===== config.mk =====
export PLATFORM = sky130hd
export DESIGN_NAME = pkt_fifo_sf
export DESIGN_NICKNAME = d
export VERILOG_FILES = /design/src/rtl/pkt_fifo_sf.sv
export SDC_FILE = /design/constraint.sdc
export NUM_CORES = 1
export LEC_CHECK = 0
export CAP_MARGIN = 20
export CELL_PAD_IN_SITES_DETAIL_PLACEMENT = 0
export CELL_PAD_IN_SITES_GLOBAL_PLACEMENT = 1
export CORE_MARGIN = 1.5
export CORE_UTILIZATION = 55
export DETAILED_ROUTE_END_ITERATION = 7
export PLACE_DENSITY_LB_ADDON = 0.1
export SYNTH_ARGS = -nofsm -noshare
export SYNTH_HDL_FRONTEND = slang
export SYNTH_SLANG_ARGS = --single-unit

===== constraint.sdc =====
create_clock -name aclk -period 6 [get_ports aclk]
set_input_delay 0.6 -clock aclk [delete_from_list [all_inputs] [get_ports aclk]]
set_output_delay 0.6 -clock aclk [all_outputs]
set_load 0.02 [all_outputs]

===== src/rtl/pkt_fifo_sf.sv =====
// Store-and-forward AXI-Stream packet FIFO with whole-packet tail drop.
// Only committed, error-free packets are released downstream.
module pkt_fifo_sf #(
  parameter int C_MAX_DEPTH_BITS = 6,
  parameter int C_DATA_WIDTH     = 8,
  parameter int C_MTY_WIDTH      = 8,
  parameter int C_CNT_WIDTH      = 32
) (
  input  logic                        aclk,
  input  logic                        aresetn,
  input  logic                        s_axis_tvalid,
  input  logic [C_DATA_WIDTH-1:0]     s_axis_tdata,
  input  logic                        s_axis_tlast,
  input  logic [C_MTY_WIDTH-1:0]      s_axis_tuser_mty,
  input  logic                        s_axis_tuser_err,
  output logic                        s_axis_tready,
  output logic                        m_axis_tvalid,
  output logic [C_DATA_WIDTH-1:0]     m_axis_tdata,
  output logic                        m_axis_tlast,
  output logic [C_MTY_WIDTH-1:0]      m_axis_tuser_mty,
  input  logic                        m_axis_tready,
  output logic [C_MAX_DEPTH_BITS:0]   pkt_cnt,
  output logic [C_MAX_DEPTH_BITS:0]   fill_level,
  output logic [C_CNT_WIDTH-1:0]      drop_ovf_cnt,
  output logic [C_CNT_WIDTH-1:0]      drop_err_cnt
);

  localparam int AW    = C_MAX_DEPTH_BITS;
  localparam int PW    = C_MAX_DEPTH_BITS + 1;
  localparam int DEPTH = 1 << C_MAX_DEPTH_BITS;
  localparam int EW    = C_DATA_WIDTH + C_MTY_WIDTH + 1;

  typedef enum logic {
    WR_PASS = 1'b0,
    WR_DROP = 1'b1
  } wr_st_e;

  wr_st_e r_st;
  wr_st_e w_st_nxt;

  logic [PW-1:0] r_wr_p;
  logic [PW-1:0] r_commit_p;
  logic [PW-1:0] r_rd_p;
  logic          r_rdy;

  logic [EW-1:0] r_mem [DEPTH];
  logic [EW-1:0] r_ram_q;
  logic          r_rd_en_d;

  logic [EW-1:0] r_q0;
  logic [EW-1:0] r_q1;
  logic [1:0]    r_qcnt;

  logic [PW-1:0]          r_pkt_cnt;
  logic [C_CNT_WIDTH-1:0] r_ovf_cnt;
  logic [C_CNT_WIDTH-1:0] r_err_cnt;

  logic          w_beat;
  logic [PW-1:0] w_used;
  logic          w_full;
  logic          w_we;
  logic          w_commit;
  logic          w_drop_ovf;
  logic          w_drop_err;
  logic [PW-1:0] w_wr_p_nxt;
  logic          w_pop;
  logic          w_push;
  logic          w_issue;
  logic [1:0]    w_occ;
  logic          w_out_last;

  assign w_beat = s_axis_tvalid & r_rdy;
  assign w_used = r_wr_p - r_rd_p;
  assign w_full = (w_used == PW'(DEPTH));

  // Input is always accepted once out of reset; overflow is handled by dropping
  always_ff @(posedge aclk or negedge aresetn) begin
    if (!aresetn) r_rdy <= 1'b0;
    else          r_rdy <= 1'b1;
  end

  // Write FSM state register
  always_ff @(posedge aclk or negedge aresetn) begin
    if (!aresetn) r_st <= WR_PASS;
    else          r_st <= w_st_nxt;
  end

  // Write FSM next state: leave PASS when a non-last beat hits a full buffer
  always_comb begin
    w_st_nxt = r_st;
    if (w_beat) begin
      unique case (r_st)
        WR_PASS: if (w_full && !s_axis_tlast) w_st_nxt = WR_DROP;
        WR_DROP: if (s_axis_tlast)            w_st_nxt = WR_PASS;
      endcase
    end
  end

  // Write FSM outputs: store, commit, or rewind to the last commit point
  always_comb begin
    w_we       = 1'b0;
    w_commit   = 1'b0;
    w_drop_ovf = 1'b0;
    w_drop_err = 1'b0;
    w_wr_p_nxt = r_wr_p;
    if (w_beat) begin
      unique case (r_st)
        WR_PASS: begin
          if (w_full) begin
            w_wr_p_nxt = r_commit_p;
            w_drop_ovf = s_axis_tlast;
          end else begin
            w_we       = 1'b1;
            w_wr_p_nxt = r_wr_p + PW'(1);
            if (s_axis_tlast && s_axis_tuser_err) begin
              w_wr_p_nxt = r_commit_p;
              w_drop_err = 1'b1;
            end else if (s_axis_tlast) begin
              w_commit = 1'b1;
            end
          end
        end
        WR_DROP: w_drop_ovf = s_axis_tlast;
      endcase
    end
  end

  // Write and commit pointers
  always_ff @(posedge aclk or negedge aresetn) begin
    if (!aresetn) begin
      r_wr_p     <= '0;
      r_commit_p <= '0;
    end else begin
      r_wr_p <= w_wr_p_nxt;
      if (w_commit) r_commit_p <= r_wr_p + PW'(1);
    end
  end

  // Simple dual-port RAM, registered read; contents need no reset
  always_ff @(posedge aclk) begin
    if (w_we)
      r_mem[r_wr_p[AW-1:0]] <= {s_axis_tlast, s_axis_tuser_mty, s_axis_tdata};
    if (w_issue)
      r_ram_q <= r_mem[r_rd_p[AW-1:0]];
  end

  // Prefetch: keep at most two beats held or in flight ahead of the consumer
  assign w_pop   = (r_qcnt != 2'd0) & m_axis_tready;
  assign w_push  = r_rd_en_d;
  assign w_occ   = r_qcnt + {1'b0, r_rd_en_d};
  assign w_issue = (r_rd_p != r_commit_p) & ((w_occ != 2'd2) | w_pop);

  // Read pointer and read-in-flight flag
  always_ff @(posedge aclk or negedge aresetn) begin
    if (!aresetn) begin
      r_rd_p    <= '0;
      r_rd_en_d <= 1'b0;
    end else begin
      if (w_issue) r_rd_p <= r_rd_p + PW'(1);
      r_rd_en_d <= w_issue;
    end
  end

  // Two-entry output queue; head entry drives the master port
  always_ff @(posedge aclk or negedge aresetn) begin
    if (!aresetn) begin
      r_q0   <= '0;
      r_q1   <= '0;
      r_qcnt <= 2'd0;
    end else begin
      if (w_pop) begin
        if (w_push)                r_q0 <= r_ram_q;
        else if (r_qcnt == 2'd2)   r_q0 <= r_q1;
      end else if (w_push) begin
        if (r_qcnt == 2'd0) r_q0 <= r_ram_q;
        else                r_q1 <= r_ram_q;
      end
      r_qcnt <= r_qcnt - {1'b0, w_pop} + {1'b0, w_push};
    end
  end

  assign w_out_last = r_q0[EW-1];

  // Committed-but-unsent packet count
  always_ff @(posedge aclk or negedge aresetn) begin
    if (!aresetn) begin
      r_pkt_cnt <= '0;
    end else begin
      unique case ({w_commit, w_pop & w_out_last})
        2'b10:   r_pkt_cnt <= r_pkt_cnt + PW'(1);
        2'b01:   r_pkt_cnt <= r_pkt_cnt - PW'(1);
        default: r_pkt_cnt <= r_pkt_cnt;
      endcase
    end
  end

  // Saturating drop counters
  always_ff @(posedge aclk or negedge aresetn) begin
    if (!aresetn) begin
      r_ovf_cnt <= '0;
      r_err_cnt <= '0;
    end else begin
      if (w_drop_ovf && (r_ovf_cnt != '1)) r_ovf_cnt <= r_ovf_cnt + 1'b1;
      if (w_drop_err && (r_err_cnt != '1)) r_err_cnt <= r_err_cnt + 1'b1;
    end
  end

  assign s_axis_tready    = r_rdy;
  assign m_axis_tvalid    = (r_qcnt != 2'd0);
  assign m_axis_tlast     = r_q0[EW-1];
  assign m_axis_tuser_mty = r_q0[EW-2 -: C_MTY_WIDTH];
  assign m_axis_tdata     = r_q0[C_DATA_WIDTH-1:0];
  assign pkt_cnt          = r_pkt_cnt;
  assign fill_level       = w_used;
  assign drop_ovf_cnt     = r_ovf_cnt;
  assign drop_err_cnt     = r_err_cnt;

endmodule


==> out/results.txt, run 1 <==
Ranked by total cell area, the synthesized netlist is headed by sky130_fd_sc_hd__edfxtp_1, sky130_fd_sc_hd__mux4_2, sky130_fd_sc_hd__dfrtp_1. In the final routed layout, each cell accounts on average for 29.40 µm. The area growth from synthesis to layout is 13.69%. The tools report the start point of the critical path as r_rd_p[5]. The run gives 1 as the number of antenna violations at the first check in global routing. After global routing the overflow that remains totals 0. The run gives 0.05523 mm² as the total non-filler cell area in the finished layout. The tools report the total negative slack as 0 ns. The clock slew seen by the registers of the worst setup and hold paths is 0.07 ns.

By instance count, the leading cell after synthesis is sky130_fd_sc_hd__edfxtp_1. The core area came out at 0.08716 mm². The cell depth of the worst flop-to-flop path is 16. Starting DRC count in detailed routing: 2,336. After detailed routing, the total wire length is 108,800 µm. Counting every instance in the synthesized netlist gives 2,235. The flow ran to the end, and the final reports show no timing, DRC or antenna violations. The run gives 2,485 as the number of nets at the end of the flow.

Before antenna repair, the detailed router went through 5 iterations. The number of clock buffers inserted by TritonCTS is 120, and the worst setup timing slack at the placement stage is 1.178 ns. The largest total area in the synthesized netlist belongs to sky130_fd_sc_hd__edfxtp_1. The top-area cell type share of the netlist area is 68.30%, and the number of warnings reported in the yosys synthesis log is 0. In the post-route analysis, the smallest setup slack over all paths is 1.176 ns. The run gives 55.74% as the effective utilization at floorplan. The run gives 5.44 ns as the arrival time at the worst endpoint.

Among all flip-flop cells after synthesis, the most frequent one is sky130_fd_sc_hd__edfxtp_1. The most repeated library cell on the critical path was sky130_fd_sc_hd__ha_1. Per-cell via count in the routed design: 6.259. Final clock skew: 0.02931 ns. Sequential elements use 75.05% of the synthesized area. The tools report the distinct cell type count after synthesis as 61.

The number of setup buffers added after CTS is 0. After detailed routing, the number of remaining DRC violations is 0. For the worst-skew pair, the clock arrives at the later sink with an insertion delay of 0.71 ns. The required time of the worst setup path is 6.62 ns. The run gives 23,170 as the total via count after detailed routing. In this run the static leakage power is 17.95 nW. The tool flagged a number of max-cap violations equal to 0. Once placement finished, the instance area stood at 0.05132 mm². TritonCTS built the clock tree. The worst register-to-register path begins at r_rd_p[5]. The number of pins with negative max-slew slack in the final report was 0; the number of input and output port buffers inserted was 118. Setup repair after global routing left no endpoint under its margin.

The minimum clock period after layout was 4.824 ns; the number of gates given a new drive strength after cts was 0. Once detail routing completed, the nets flagged for antenna violations numbered 0. The layout cell share with drive strength beyond 1 is 28.30%, and the peak ir drop on the vdd network is 0.4532 mV. In this run the power density over the cells is 458.4 mW/mm².

The logs give 5,965 for the number of fillers in the final layout and 0 for the final number of hold-violating endpoints. Entering global routing, the biggest net connects 175 pins. In this run the tightest slew margin relative to its limit is 24.17%. For this design, the slowest cell found on the critical path is sky130_fd_sc_hd__a2111oi_0.

In this run the count of I/O pins placed on the die edge is 119. The run gives 1,236 as the TritonCTS sink count. The highest clock rate is 207.3 MHz, and the placer congestion estimate is 0.8558. After synthesis the cells add up to 0.04858 mm². The worst setup path is captured at a flip-flop. The critical path goes through inv_4 -> ha_1 -> a2111oi_0 -> a211oi_1 -> o2111a_1 -> buf_4 -> nor2_2 -> nand3b_2 -> ha_1 -> ha_1 -> a21oi_1 -> o21bai_1 -> a21o_1 -> a21oi_1 -> mux2i_1 -> xnor2_1.

In the synthesized netlist the async set-or-reset flop fraction comes to 10.60%. Synthesis inferred 1,236 register bits. The floorplan step defined a die boundary enclosing 0.09012 mm². For this run, the slowest stage of the critical path takes 0.48 ns.

Along the worst path, the maximum fanout reaches 30. The share of the clock period used by the worst path is 80.41%. The post-synthesis net count is 2,278, and the mean instance size in the synthesized netlist is 21.74 µm².

In this run the number of H-tree levels came out at 3. The worst-case register-to-register setup slack is 1.18 ns. The floorplan step set the die width to 300.2 µm.

The critical path launch point type is a flip-flop. Counting instances in the post-synthesis netlist gives the leading cell types as sky130_fd_sc_hd__edfxtp_1, sky130_fd_sc_hd__mux4_2, sky130_fd_sc_hd__dfrtp_1, sky130_fd_sc_hd__nor2_1, sky130_fd_sc_hd__xnor2_1. For this run, the total global-route usage over all layers was measured as 24.81%. The number of failing setup endpoints in the final timing report is 0. The number of flops mapped to enable cells by yosys is 1,105, and the first-pass GRT wire length is 160,700 µm. After floorplanning, the core was divided into 108 placement rows. For the deepest clock path buffer count, the log shows 3.

The die is 300.2 µm tall. The path class of the tightest hold or removal check is input port to async pin. The wire-length estimate of the detail-placed layout is 65,310 µm.

The critical path in this run is classified as flip-flop to flip-flop. The root buffer cell chosen for the clock tree is sky130_fd_sc_hd__clkbuf_16. For the via count of the first global-routing pass, the log shows 23,180. At the pin with the least slew margin, the transition time is 1.137 ns.
final timing paths:
check	end
max	pkt_cnt[6]
max in group asynchronous	drop_err_cnt[2]
min reg2reg	drop_ovf_cnt[6]
max reg2reg	pkt_cnt[6]
min in group aclk	drop_ovf_cnt[6]
min	pkt_cnt[1]
layout by cell type, fill, tap and decap left out, types with 3 or more instances in the layout:
cell type and count:
sky130_fd_sc_hd__a21o_1 4, sky130_fd_sc_hd__a21oi_1 27, sky130_fd_sc_hd__and2_1 9, sky130_fd_sc_hd__and3_1 28, sky130_fd_sc_hd__and4_1 9, sky130_fd_sc_hd__buf_12 3
sky130_fd_sc_hd__buf_2 17, sky130_fd_sc_hd__buf_4 66, sky130_fd_sc_hd__bufinv_16 11, sky130_fd_sc_hd__clkbuf_1 23, sky130_fd_sc_hd__clkbuf_16 121, sky130_fd_sc_hd__clkdlybuf4s50_1 100
sky130_fd_sc_hd__clkinv_1 31, sky130_fd_sc_hd__clkinv_2 24, sky130_fd_sc_hd__clkinvlp_4 7, sky130_fd_sc_hd__dfrtp_1 128, sky130_fd_sc_hd__dfrtp_4 3, sky130_fd_sc_hd__diode_2 3
sky130_fd_sc_hd__edfxtp_1 1105, sky130_fd_sc_hd__ha_1 19, sky130_fd_sc_hd__inv_1 22, sky130_fd_sc_hd__mux2_2 25, sky130_fd_sc_hd__mux2i_1 21, sky130_fd_sc_hd__mux4_2 357
sky130_fd_sc_hd__nand2_1 33, sky130_fd_sc_hd__nand3_1 47, sky130_fd_sc_hd__nand3b_1 5, sky130_fd_sc_hd__nand4_1 22, sky130_fd_sc_hd__nor2_1 38, sky130_fd_sc_hd__nor2_2 65
sky130_fd_sc_hd__nor3_1 7, sky130_fd_sc_hd__o21ai_0 10, sky130_fd_sc_hd__or3_1 4, sky130_fd_sc_hd__or3b_2 3, sky130_fd_sc_hd__xnor2_1 75, sky130_fd_sc_hd__xor2_1 18
layer usage:
layer	share of wire (%)	vias up	wire, µm	track usage (%)
met1	44	12480	48270	38.81
met2	46	870	50340	37.13
met5	0	-	0	0
met3	7.0	136	7663	4.068
li1	-	9684	-	-
met4	2.3	0	2550	6.181
report_power, final:
part	switching [mW]	leakage, nW	internal (mW)
logic	4.21	4.47	3.55
clock network	3.15	1.86	4.17
registers	0.338	11.6	9.90
total	7.70	18.0	17.6
what timing repair did:
item,4_1_cts,5_1_grt
setup endpoints to repair,0,0
hold buffers,1,0
endpoints found under the hold margin,59,0
final cells by class:
class	count	area (µm²)	area share, %
clock buffers	144	3114	5.639
well taps	1155	1445	2.617
diodes	3	7.507	0.01359
repair buffers	191	1720	3.115
flip-flops and latches	1236	36470	66.03
clock inverters	80	720.7	1.305
inverters	23	88.84	0.1608
multi-input cells	870	11660	21.12
critical path, delay by kind of cell, from the launching register on:
family | cells | cell delay, ns
mux | 1 | 0.25
xor+xnor | 1 | 0.14
simple gates | 2 | 0.60
buf+inv | 2 | 0.64
flops | 1 | 0.44
fa+ha+maj | 3 | 1.22
compound gates | 7 | 1.44
cell families after synthesis:
kind of cell | synth area share (%)
other | 0.007719
XOR/XNOR | 1.677
multiplexers | 17.61
AND/OR/NAND/NOR | 2.965
adder cells (fa/ha/maj) | 0.5718
AO/OA/AOI/OAI | 0.8319
buffers and inverters | 1.285
flip-flops | 75.05
state kept, by name, indices dropped and copies added (netlist names):
signal         cells
r_rd_p             7
s_axis_tready      1
drop_err_cnt      32
r_commit_p         7
pkt_cnt            7
r_q1              17
r_st               1
r_q0              17
r_qcnt             2
r_mem           1088
drop_ovf_cnt      32
r_rd_en_d          1
r_ram_q           17
r_wr_p             7
metrics by stage:
stage	cells	power (mW)	utilization [%]	hold slack (ns)
final	3702	25.32	63.37	0.4459
after global routing	3699	26.25	63.36	0.4674
after CTS	3696	25.51	63.29	0.4482
after detailed placement	3471	18.21	58.88	0.4881
after global placement	3471	18.16	58.88	0.4741
after floorplan	2235	15.40	-	0.3044
No activity file was read; power rests on OpenSTA's default activity.
==> run 2, diff against run 1 <==
Settings changed: CORE_UTILIZATION 55 to 50.
Clock period 6 ns to 4.3 ns, I/O delays scaled along.
==> run 2 against run 1 <==
  * Cell area increased by 2.2%
  * Sequential power increased by 40%
  * Critical path type unchanged
  * Register-to-register slack worse by 0.89 ns
  * Critical endpoint unchanged
  * Sequential cell count unchanged
  * Combinational power increased by 37%
  * Largest power group unchanged
  * First-iteration DRC count is 4.8% higher
  * Clock skew is 0.00076 ns higher
  * Wire length grew 7.9%
==> out/results.txt, run 2 (synthesis gave the netlist of run 1 again) <==
The tools report the share of total power in sequential cells as 39.8% (-0.6 points). The library cell used most frequently in the layout, excluding fill and tap cells, is sky130_fd_sc_hd__edfxtp_1. The die span in y was 314.7 µm (+4.8%). The transition time at the pin with the least slew margin is 1.102 ns (-0.03541 ns). The tools report the detailed placement HPWL as 66,840 µm (+2.4%).

For the number of cells in the design after placement, the log shows 3,634 (+4.7%). The DRC violations left came out at 0 (unchanged). Setup repair after global routing left no endpoint under its margin.

The run gives 3,879 (+4.8%) as the final standard cell count with taps included and fillers excluded. The top cell types in the final layout, fill and taps aside, are sky130_fd_sc_hd__edfxtp_1, sky130_fd_sc_hd__mux4_2, sky130_fd_sc_hd__clkbuf_16. Placer congestion estimate: 0.8206 (-4.1%). The worst setup path category was flip-flop to flip-flop. The global-route total usage across every layer was 24.24% (-0.57 points). In this design, the largest share of critical-path delay is due to compound AO/OA/AOI/OAI gates. The run finished with clean final reports. The cell depth of the worst flop-to-flop path works out to 16 (unchanged). The share of the clock period used by the worst path is 93.47% (+13 points), and the largest net degree at the start of global routing is 117 (-33%). Peak ir drop on the vdd network: 0.6965 mV (+54%). Traced cell by cell, the critical path runs through ha_1 -> fa_1 -> nor2b_2 -> o221ai_1 -> a21o_1 -> o2111a_1 -> nor2_4 -> nand3b_4 -> ha_4 -> ha_1 -> a21oi_1 -> o21bai_1 -> a21o_1 -> a21oi_1 -> mux2i_1 -> xnor2_1.

The clock slew seen by the registers of the worst setup and hold paths works out to 0.06 ns (about the same). The arrival time at the worst endpoint was 4.66 ns (-0.78 ns). Cell count along the critical path: 16 (unchanged). The highest clock rate was 248.8 MHz (+20%); the residual antenna-violating net count after detailed routing was 0 (unchanged).

For the starting DRC count in detailed routing, the log shows 2,449 (+4.8%). The run gives 1,236 (unchanged) as the TritonCTS sink count. Total negative slack: 0 ns (unchanged). The buffers plus inverters on the worst setup path is 0 (-2), and the biggest fanout along the worst timing path is 8 (-73%).

The overall overflow remaining after global route was 0 (unchanged); the minimum clock period after layout was 4.019 ns (-0.8053 ns). The number of failing setup endpoints in the final timing report came out at 0 (unchanged). The largest individual stage delay along the critical path comes from the cell sky130_fd_sc_hd__dfrtp_4.

The leakage power is 18.49 nW (+3.0%), and the deepest clock path buffer count is 3 (unchanged). The total net switching power is 10.51 mW (+37%). The highest cell delay on the worst timing path was 0.48 ns (about the same); the number of ports placed on the die boundary was 119 (unchanged).

For the count of TritonRoute iterations in the first routing pass, the log shows 5 (unchanged). The layout overhead on the synthesized area is 16.21%, and the number of H-tree branching levels is 4 (+1). The first-pass GRT wire length is 170,100 µm (+5.9%). In this run the clock root is driven by a sky130_fd_sc_hd__clkbuf_16.

The row count came out at 114 (+5.6%). Average detailed-routed wire length per instance: 30.28 µm (+3.0%). Number of cells on the worst hold path: 1. Final number of hold-violating endpoints: 0 (unchanged).

Via count of the first global-routing pass: 24,200 (+4.4%). In this run the worst hold path is classified as input port to flip-flop. The clock network latency to the later pin of the worst-skew pair is 0.73 ns (+0.02 ns), and the flip-flop count of the largest register after layout is 1,088 (unchanged). For the remaining max-slew budget at the tightest pin, the log shows 26.54% (+2.4 points). The tools report the internal power as 25.27 mW (+43%). The number of pins with negative max-slew slack in the final report was 0 (unchanged); the per-cell via count in the routed design was 6.069 (-3.0%). Routed wire length: 117,500 µm (+7.9%). TritonCTS built the clock tree. For the worst hold slack, the log shows 0.08839 ns (-0.3575 ns). The width of the chip was 314.7 µm (+4.8%); the final clock skew was 0.03007 ns (+0.0007577 ns).

Number of nets at the end of the flow: 2,547 (+2.5%). Layout cell share with drive strength beyond 1: 29.76% (+1.5 points). Critical path launch point type: a flip-flop. The tools report the number of clock buffers inserted by TritonCTS as 130 (+8.3%).

The effective utilization at floorplan was 50.38% (-5.4 points). The total of max-cap violations was 0 (unchanged); the power density over the cells was 633.9 mW/mm² (+38%). The power share of the combinational group is 29.7% (-1.0 points), and the share of total power consumed by net switching is 29.38% (-1.0 points). The core area is 0.09642 mm² (+11%). Clock power share: 30.4% (+1.5 points). The number of input and output port buffers inserted is 118 (unchanged), and the floorplan die area is 0.09904 mm² (+9.9%).

For the core utilization of the finished layout, the log shows 58.55% (-4.8 points). The required time of the worst setup path came out at 4.94 ns (-1.68 ns). STA classifies the critical path endpoint as a flip-flop. For the total via count after detailed routing, the log shows 23,540 (+1.6%).

The number of antenna violations at the first check in global routing came out at 1 (unchanged).
## run 2: cell count changes in the layout (fill, tap and decap cells not counted), moves of 2 or more
cell	delta
sky130_fd_sc_hd__buf_12	+30
sky130_fd_sc_hd__buf_4	+24
sky130_fd_sc_hd__buf_8	-2
sky130_fd_sc_hd__bufinv_16	-2
sky130_fd_sc_hd__clkbuf_1	+11
sky130_fd_sc_hd__clkbuf_16	+17
sky130_fd_sc_hd__clkbuf_8	+2
sky130_fd_sc_hd__clkinv_1	-5
sky130_fd_sc_hd__clkinv_2	-12
sky130_fd_sc_hd__clkinvlp_4	-5
## run 2: through the flow
step,area [µm²],total power [mW],setup WS (ns)
2_1_floorplan,48610,21.53,0.003175
6_report,56450,35.78,0.2808
4_1_cts,56170,36.25,0.1949
3_5_place_dp,52040,25.33,0.2086
3_3_place_gp,51980,25.18,0.2479
5_1_grt,56450,37.19,0.06348
## run 2: worst register-to-register path, stage by stage, from the launching register on
cell,delay (ns)
sky130_fd_sc_hd__dfrtp_4,0.48
sky130_fd_sc_hd__ha_1,0.21
sky130_fd_sc_hd__fa_1,0.45
sky130_fd_sc_hd__nor2b_2,0.16
sky130_fd_sc_hd__o221ai_1,0.17
sky130_fd_sc_hd__a21o_1,0.20
sky130_fd_sc_hd__o2111a_1,0.29
sky130_fd_sc_hd__nor2_4,0.16
sky130_fd_sc_hd__nand3b_4,0.20
sky130_fd_sc_hd__ha_4,0.27
sky130_fd_sc_hd__ha_1,0.32
sky130_fd_sc_hd__a21oi_1,0.16
sky130_fd_sc_hd__o21bai_1,0.11
sky130_fd_sc_hd__a21o_1,0.19
sky130_fd_sc_hd__a21oi_1,0.17
sky130_fd_sc_hd__mux2i_1,0.28
sky130_fd_sc_hd__xnor2_1,0.14
## run 2: path summary, 6_finish.rpt
path	to	from	slack, ns
worst max-delay path	pkt_cnt[6]	r_rd_p[0]	0.28
worst min-delay path	r_mem[38][3]	s_axis_tdata[3]	0.09
worst max register to register	pkt_cnt[6]	r_rd_p[0]	0.28
worst min register to register	pkt_cnt[6]	pkt_cnt[6]	0.48
max in group asynchronous	r_q1[1]	aresetn	2.90
min in group asynchronous	pkt_cnt[1]	aresetn	0.36
## run 2: metal layers
metal | global-route usage (%) | wire length (µm) | vias to the layer above
met5 | 0 | 11 | -
met4 | 6.381 | 2260 | 2
met3 | 4.026 | 6511 | 146
met2 | 38.54 | 57210 | 749
met1 | 35.31 | 51470 | 12840
li1 | - | - | 9805
## run 2: area by class of cell
cell class,instances,area (µm²)
Fill cell,6996,39970
Sequential cell,1236,36470
Multi-Input combinational cell,870,11700
Clock buffer,174,3608
Timing Repair Buffer,243,2471
Tap cell,1276,1597
Clock inverter,55,510.5
Inverter,23,88.84
Antenna cell,2,5.005
## run 2: timing repair
| item | 4_1_cts | 5_1_grt |
|---|---|---|
| setup buffers | 0 | 0 |
| endpoints found under the setup margin | 0 | 1 |
| gates resized for setup | 0 | 2 |
| hold buffers | 1 | 0 |
| hold endpoints to repair | 95 | 0 |
## run 2: power groups by stage
| stage | clock [mW] | combinational, mW | sequential (mW) |
|---|---|---|---|
| 2_1_floorplan | 0 | 7.06 | 14.5 |
| 3_3_place_gp | 0 | 10.7 | 14.5 |
| 3_5_place_dp | 0 | 10.8 | 14.5 |
| 4_1_cts | 11.1 | 10.9 | 14.3 |
| 5_1_grt | 11.5 | 11.3 | 14.3 |
| 6_report | 10.9 | 10.6 | 14.3 |
